<file path="src/rtl/fetch_pkg.sv">
// Shared fetch-unit types and constants: reset PC, NOP encoding, PC step, queue entry.
package fetch_pkg;

    localparam int unsigned XLEN = 32;

    localparam logic [XLEN-1:0] RESET_PC_DEFAULT = 32'h0040_0000;
    localparam logic [XLEN-1:0] NOP_INSTR        = 32'h0000_0013;
    localparam logic [XLEN-1:0] PC_STEP          = 32'd4;

    // One fetch-queue entry: the fetched word together with the address it came from
    typedef struct packed {
        logic [XLEN-1:0] pc;
        logic [XLEN-1:0] instr;
    } fetch_entry_t;

endpackage

</file>
<file path="src/rtl/fetch_queue.sv">
// Circular fetch buffer holding {pc, instr} entries between fetch and decode.
// QUEUE_DEPTH is expected to be 2 or 4; pointers wrap explicitly at QUEUE_DEPTH.
module fetch_queue
    import fetch_pkg::*;
#(
    parameter int unsigned QUEUE_DEPTH = 2,
    localparam int unsigned PTR_W = $clog2(QUEUE_DEPTH),
    localparam int unsigned CNT_W = $clog2(QUEUE_DEPTH + 1)
) (
    input  logic             clk,
    input  logic             rst_n,
    input  logic             push_i,
    input  logic             pop_i,
    input  logic             flush_i,
    input  fetch_entry_t     entry_i,
    output fetch_entry_t     head_o,
    output logic [CNT_W-1:0] count_o,
    output logic             full_o
);

    fetch_entry_t     mem_q [QUEUE_DEPTH];
    logic [PTR_W-1:0] rd_ptr_q, rd_ptr_d;
    logic [PTR_W-1:0] wr_ptr_q, wr_ptr_d;
    logic [CNT_W-1:0] count_q, count_d;

    function automatic logic [PTR_W-1:0] ptr_inc(input logic [PTR_W-1:0] p);
        return (p == PTR_W'(QUEUE_DEPTH - 1)) ? '0 : p + PTR_W'(1);
    endfunction

    // Pointer and occupancy update; flush empties the buffer outright
    always_comb begin
        rd_ptr_d = rd_ptr_q;
        wr_ptr_d = wr_ptr_q;
        count_d  = count_q;
        if (flush_i) begin
            rd_ptr_d = '0;
            wr_ptr_d = '0;
            count_d  = '0;
        end else begin
            if (push_i) wr_ptr_d = ptr_inc(wr_ptr_q);
            if (pop_i)  rd_ptr_d = ptr_inc(rd_ptr_q);
            if (push_i && !pop_i)      count_d = count_q + CNT_W'(1);
            else if (!push_i && pop_i) count_d = count_q - CNT_W'(1);
        end
    end

    // Control state; reset discards contents by clearing occupancy immediately
    always_ff @(posedge clk or negedge rst_n) begin
        if (!rst_n) begin
            rd_ptr_q <= '0;
            wr_ptr_q <= '0;
            count_q  <= '0;
        end else begin
            rd_ptr_q <= rd_ptr_d;
            wr_ptr_q <= wr_ptr_d;
            count_q  <= count_d;
        end
    end

    // Entry storage; data needs no reset since occupancy gates visibility
    always_ff @(posedge clk) begin
        if (push_i && !flush_i) mem_q[wr_ptr_q] <= entry_i;
    end

    assign head_o  = mem_q[rd_ptr_q];
    assign count_o = count_q;
    assign full_o  = (count_q == CNT_W'(QUEUE_DEPTH));

endmodule

</file>
<file path="src/rtl/instruction_fetch_unit.sv">
// Instruction fetch unit: PC register, push/pop/redirect arbitration and fetch queue.
// Optional macro FETCH_MISALIGN_CHECK_EN: misaligned redirect targets raise a sticky
// Misalign_o and halt fetching until reset; otherwise target bits [1:0] are cleared.
module instruction_fetch_unit
    import fetch_pkg::*;
#(
    parameter int unsigned           DATA_WIDTH  = 32,
    parameter logic [DATA_WIDTH-1:0] RESET_PC    = RESET_PC_DEFAULT,
    parameter int unsigned           QUEUE_DEPTH = 2
) (
    input  logic                  clk,
    input  logic                  reset,
    output logic [DATA_WIDTH-1:0] Fetch_address_o,
    input  logic [DATA_WIDTH-1:0] Instruction_i,
    input  logic                  Redirect_i,
    input  logic [DATA_WIDTH-1:0] Redirect_target_i,
    output logic                  Valid_o,
    input  logic                  Ready_i,
    output logic [DATA_WIDTH-1:0] Instruction_o,
    output logic [DATA_WIDTH-1:0] Inst_pc_o,
    output logic                  Misalign_o
);

    localparam int unsigned CNT_W = $clog2(QUEUE_DEPTH + 1);

    logic [DATA_WIDTH-1:0] pc_q, pc_d;
    logic [DATA_WIDTH-1:0] last_pc_q, last_pc_d;
    logic [DATA_WIDTH-1:0] target_c;
    logic [CNT_W-1:0]      count_c;
    logic                  full_c, valid_c, push_c, pop_c, halt_c;
    fetch_entry_t          head_c, entry_c;

`ifdef FETCH_MISALIGN_CHECK_EN
    logic misalign_q, misalign_d;

    // A redirect to a non-word address latches the sticky flag, which also halts fetch
    always_comb begin
        misalign_d = misalign_q;
        if (Redirect_i && (Redirect_target_i[1:0] != 2'b00)) misalign_d = 1'b1;
    end

    // Sticky misalign/halt flag, cleared only by reset
    always_ff @(posedge clk or negedge reset) begin
        if (!reset) misalign_q <= 1'b0;
        else        misalign_q <= misalign_d;
    end

    assign target_c   = Redirect_target_i;
    assign halt_c     = misalign_q;
    assign Misalign_o = misalign_q;
`else
    assign target_c   = Redirect_target_i & ~DATA_WIDTH'(3);
    assign halt_c     = 1'b0;
    assign Misalign_o = 1'b0;
`endif

    // Redirect beats everything; pop needs a valid head, push needs room or a same-cycle pop
    assign valid_c = (count_c != '0);
    assign pop_c   = valid_c && Ready_i && !Redirect_i;
    assign push_c  = !Redirect_i && !halt_c && (!full_c || pop_c);
    assign entry_c = '{pc: XLEN'(pc_q), instr: XLEN'(Instruction_i)};

    // Next PC and the remembered head PC shown while the queue is empty
    always_comb begin
        pc_d      = pc_q;
        last_pc_d = last_pc_q;
        if (Redirect_i)  pc_d = target_c;
        else if (push_c) pc_d = pc_q + DATA_WIDTH'(PC_STEP);
        if (valid_c) last_pc_d = DATA_WIDTH'(head_c.pc);
    end

    // PC and last-head-PC registers
    always_ff @(posedge clk or negedge reset) begin
        if (!reset) begin
            pc_q      <= RESET_PC;
            last_pc_q <= '0;
        end else begin
            pc_q      <= pc_d;
            last_pc_q <= last_pc_d;
        end
    end

    fetch_queue #(
        .QUEUE_DEPTH(QUEUE_DEPTH)
    ) u_queue (
        .clk    (clk),
        .rst_n  (reset),
        .push_i (push_c),
        .pop_i  (pop_c),
        .flush_i(Redirect_i),
        .entry_i(entry_c),
        .head_o (head_c),
        .count_o(count_c),
        .full_o (full_c)
    );

    assign Fetch_address_o = pc_q;
    assign Valid_o         = valid_c;
    assign Instruction_o   = valid_c ? DATA_WIDTH'(head_c.instr) : DATA_WIDTH'(NOP_INSTR);
    assign Inst_pc_o       = valid_c ? DATA_WIDTH'(head_c.pc) : last_pc_q;

endmodule

</file>
<file path="config.mk">
export PLATFORM = sky130hd
export DESIGN_NAME = instruction_fetch_unit
export DESIGN_NICKNAME = d
export VERILOG_FILES = /design/src/rtl/fetch_pkg.sv /design/src/rtl/fetch_queue.sv /design/src/rtl/instruction_fetch_unit.sv
export SDC_FILE = /design/constraint.sdc
export NUM_CORES = 1
export LEC_CHECK = 0
export BUFFER_PORTS_ARGS = -buffer_cell sky130_fd_sc_hd__buf_2
export CORE_MARGIN = 2
export CORE_UTILIZATION = 50
export DETAILED_ROUTE_END_ITERATION = 7
export GPL_ROUTABILITY_DRIVEN = 0
export PLACE_DENSITY = 0.83
export SLEW_MARGIN = 20
export SYNTH_ARGS = -nofsm -noshare
export SYNTH_HDL_FRONTEND = slang
export SYNTH_SLANG_ARGS = --single-unit
</file>
<file path="constraint.sdc">
create_clock -name clk -period 6.7 [get_ports clk]
set_clock_uncertainty 0.05 [all_clocks]
set_input_delay 1.34 -clock clk [delete_from_list [all_inputs] [get_ports clk]]
set_output_delay 1.34 -clock clk [all_outputs]
set_load 0.05 [all_outputs]
</file>
After elaboration in Yosys (flattened, before gate mapping)

Memories as Yosys holds them, arrays and structs flattened.
Cells that the tools add are included.

Add/subtract/negate cells: 5
Equal/unequal tests: 1
Muxes and demuxes: 15
Reduce and logical (&&, ||, !) cells: 15

Operator list:

| kind                                                               | number |
|---|---|
| 32-bit two-way mux                                                 | 4 |
| 32-bit by 3-bit adder with 32-bit output, second input constant    | 1 |
| 1-bit two-way mux                                                  | 8 |
| 1-bit logical AND                                                  | 6 |
| 2-bit two-way mux                                                  | 3 |
| 2-bit nonzero test                                                 | 3 |
| 1-bit logical NOT                                                  | 4 |
| 3-bit nonzero test                                                 | 1 |
| 1-bit adder, second input constant                                 | 2 |
| 2-bit by 1-bit adder with 2-bit output, second input constant      | 1 |
| 2-bit equality test, second input constant                         | 1 |
| 2-bit by 1-bit subtractor with 2-bit output, second input constant | 1 |
| 1-bit logical OR                                                   | 1 |

Bits in registers: 68
Bits in writable memories: 128
Input port bits: 68
Output and inout port bits: 98
Logic and storage cells: 42
Memories: 1

Memory list:

| memory        | words | bits a word | read ports | clocked after Yosys merged registers in | write ports | line              | text |
|---|---|---|---|---|---|---|---|
| u_queue.mem_q | 2     | 64          | 1          | 0                                       | 1           | fetch_queue.sv:21 | `fetch_entry_t mem_q [QUEUE_DEPTH];` |

Logic depth before layout (Yosys ltp)

Word-level depth: 10
Mapped depth: 6
Depth with buffers taken out: 5

Modules after synthesis

Synthesis repeated with hierarchy kept, for this count alone.

Cell total of the unflattened synthesis: 525
Area total of the unflattened synthesis: 8,245.4 µm²

Modules (own cells, without submodules):

| module                 | instances | cells each | area an instance (µm²) | sequential area each (µm²) |
|---|---|---|---|---|
| fetch_queue            | 1         | 219        | 5,034.8                | 3,943.8 |
| instruction_fetch_unit | 1         | 306        | 3,210.6                | 1,552.7 |

Least setup slack after synthesis

Ideal clock, no wire load.

Kind: input port to flip-flop
From: input port Redirect_i
To: memory u_queue.mem_q[1][0] (netlist bit), enable pin
Library setup time: 571 ps
Arrival time: 6,412 ps
Required time: 6,079 ps
Slack: -333 ps
Stages: 5
Path buffers: 2
Cell sequence: buf_6 nor2b_4 buf_6 nor2_1 nor3b_1

Cells in the longest elaborated chain, start to end: 7

RTL lines:

| element                                   | line                                                                          | text |
|---|---|---|
| from (decl)                               | instruction_fetch_unit.sv:15                                                  | `input logic Redirect_i,` |
| 1-bit logical NOT *                       | fetch_queue.sv:62, instruction_fetch_unit.sv:59, instruction_fetch_unit.sv:60 |  |
| 1-bit logical AND                         | instruction_fetch_unit.sv:59                                                  | `assign pop_c = valid_c && Ready_i && !Redirect_i;` |
| 1-bit logical OR                          | instruction_fetch_unit.sv:60                                                  | `assign push_c = !Redirect_i && !halt_c && (!full_c \|\| pop_c);` |
| 1-bit logical AND                         | instruction_fetch_unit.sv:60                                                  |  |
| 1-bit logical AND *                       | fetch_queue.sv:62                                                             | `if (push_i && !flush_i) mem_q[wr_ptr_q] <= entry_i;` |
| 1-bit two-way mux *                       | fetch_queue.sv:62                                                             |  |
| 1-bit two-way mux (not written as such) * | fetch_queue.sv:62                                                             |  |
| to (decl)                                 | fetch_queue.sv:21                                                             |  |

Mark *: on every way between the ends. The rest lies on a longest branch, timed or not.

Final worst setup path

From: register u_queue.rd_ptr_q
To: output port Inst_pc_o[16]

Cells in the longest elaborated chain, start to end: 2

RTL lines:

| element                | line                          | text |
|---|---|---|
| from (decl)            | fetch_queue.sv:22             | `logic [PTR_W-1:0] rd_ptr_q, rd_ptr_d;` |
| from (signal assigned) | fetch_queue.sv:54             | `rd_ptr_q <= rd_ptr_d;` |
| memory 2 x 64 bit      | -                             |  |
| 32-bit two-way mux     | instruction_fetch_unit.sv:100 | `assign Inst_pc_o = valid_c ? DATA_WIDTH'(head_c.pc) : last_pc_q;` |
| to (decl)              | instruction_fetch_unit.sv:20  | `output logic [DATA_WIDTH-1:0] Inst_pc_o,` |

No other way between the ends.

==> qor.yml <==
die:
  die_h_um: 128
  coreArea_um2: 15100
  dieArea_um2: 16500
  rows: 45
  initial_core_util: 0.512
  die_w_um: 128
  ioPinCount: 166
global_routing:
  grt_usage: 0.199
  grt_pass1_wl_um: 25100
  grt_pass1_vias: 4914
  overflow: 0
  antenna_found_initial: 0
  grt_max_degree: 73
yosys:
  synth.avg_cell_area_um2: 13.9
  synth_cell_types: 45
  yosysMostFrequentCell: "edfxtp_1"
  netlist_instances: 557
  synth_edf_count: 124
  ys_seq_area_frac: 0.694
  ys_warn_count: 0
  synth_ff_type: "edfxtp_1"
  synth_top_area_frac: 0.481
  ys_ff_latch: 190
  synth_area_um2: 7750
  synth_top_cell_by_area: "edfxtp_1"
  synthArstFlopShare: 0.347
  synth_area_leaders: "edfxtp_1, dfrtp_1, mux2i_1"
  synth_commonest_cells: "edfxtp_1, dfrtp_1, mux2i_1, nand2_1, nor2_1"
pwr:
  p_total_mw: 3.28
  powerDensity_nw_per_um2: 356
  power.leakage_nw: 3.63
  vdd_drop_max_v: 0.000207
final_layout:
  finish.utilization: 0.609
  syn2layout_area_growth_pct: 19.1
  fin_cells: 910
  n_antenna_cell: 0
  final_cell_area_um2: 9230
  fin_nets: 778
  drive_gt1_frac: 0.280
drt:
  avgViaCountPerCell: 5.57
  drt_iter0_drc: 334
  drtAntennaViolNets: 0
  drc_errors: 0
  num_vias: 5068
  drt-pass1-iter-count: 5
  wirelength_um: 16100
  route.detailed.wl_per_inst_um: 17.7
sta:
  fmax_mhz: 258
  relSlewSlack: 0.262
  hold_viol_final: 0
  finalCritPeriodShare: 0.579
  setup_viol: 0
  min_period_ns: 3.88
  worstMarginPinSlew_ns: 1.11
  setup_slack_ns: 2.82
  slew_violations: 0
  hold_slack_ns: 0.421
  fin_setup_tns_ns: 0
  rsz0062_at_grt: "false"
clock_network:
  htreeDepth: 4
  cts_sinks: 190
  cts_tree: "yes"
  cts_made_buffers: 17
  postCtsResizedCells: 0
  ctsHoldBuffers: 0
  clockBufferDepth: 2
  cts.reportedPaths.clkPinSlew_ns: 0.06
  cts_root_buffer: "clkbuf_16"
  clock_latency_ns: 0.42
  post_cts_buffers: 0
placed_design:
  hpwl_um: 10500
  io_buffers: 160
  dp_cells: 878
  pre_cts_ws_ns: 3.05
  place_area_um2: 8650
critical_path:
  worstSetupStartpointType: "register"
  path_depth: 3
  cp_slowest_stage_delay_ns: 1.16
  ff2ff_path_depth: 4
  cp.required_ns: 5.31
  criticalPathCategory: "reg2out"
  crit_chain: "mux2i_1 > o21ai_0 > buf_2"
  worst_ep_arrival_time_ns: 2.49
  cp_top_family: "flip-flops"
  worstPathMaxFanout: 63
  cp_slowest_cell: "dfrtp_4"
  crit_buf_inv: 1
  end_kind: "output pin"
hold_path:
  min_path_type: "reg2reg"
  hold_depth: 1
run_status:
  status: "finished clean"
job:
  maxCapViolations: 0
-- registers in the layout (all words and copies together), names as in the netlist --
register	count
Fetch_address_o	30
u_queue.wr_ptr_q	1
u_queue.rd_ptr_q	1
u_queue.count_o	2
last_pc_q	32
u_queue.mem_q	124
-- logic make-up after synthesis --
logic type | share of synthesized area
compound gates | 0.0772
fa+ha+maj | 0.00161
mux | 0.0814
buf+inv | 0.0275
xor+xnor | 0.0136
other cells | 0.000484
simple gates | 0.104
flops | 0.694
-- per-layer routing --
| metal | up-vias | track usage | share of wire |
|---|---|---|---|
| met5 | - | 0 | 0 |
| met4 | 0 | 0.0821 | 0.020 |
| met3 | 28 | 0.0449 | 0.065 |
| met2 | 227 | 0.325 | 0.48 |
| met1 | 2446 | 0.261 | 0.43 |
| li1 | 2367 | - | - |
-- path summary, 6_finish.rpt --
kind	startpoint	end	slack, ns
max reg2reg	u_queue.count_o[0]	u_queue.mem_q[1][51]	4.08
min in group asynchronous	reset	Fetch_address_o[5]	1.05
max	u_queue.rd_ptr_q	Inst_pc_o[16]	2.82
min	last_pc_q[0]	last_pc_q[0]	0.42
max in group asynchronous	reset	u_queue.rd_ptr_q	4.90
min reg2reg	last_pc_q[0]	last_pc_q[0]	0.42
-- layout make-up --
cell class	instances	area, um^2
Tap cell	188	235
Clock inverter	8	118
Fill cell	1125	5920
Sequential cell	190	5380
Inverter	4	15.0
Multi-Input combinational cell	332	2190
Timing Repair Buffer	164	831
Clock buffer	24	462
-- power by group --
group	switching, mW	internal (mW)
clock network	0.399	0.594
logic	0.605	0.179
registers	0.0993	1.41
total	1.10	2.18
-- placed cells by master, fill, tap and decap left out, types with 15 or more instances in the layout --
master and n:
buf_2 160, edfxtp_1 124, dfrtp_1 64, mux2i_1 63, nand2_1 58, nor2_1 53
o21ai_0 41, or4_1 17, clkbuf_16 17, a31oi_1 16, o31ai_1 15
(Power assumes the default switching activity.)
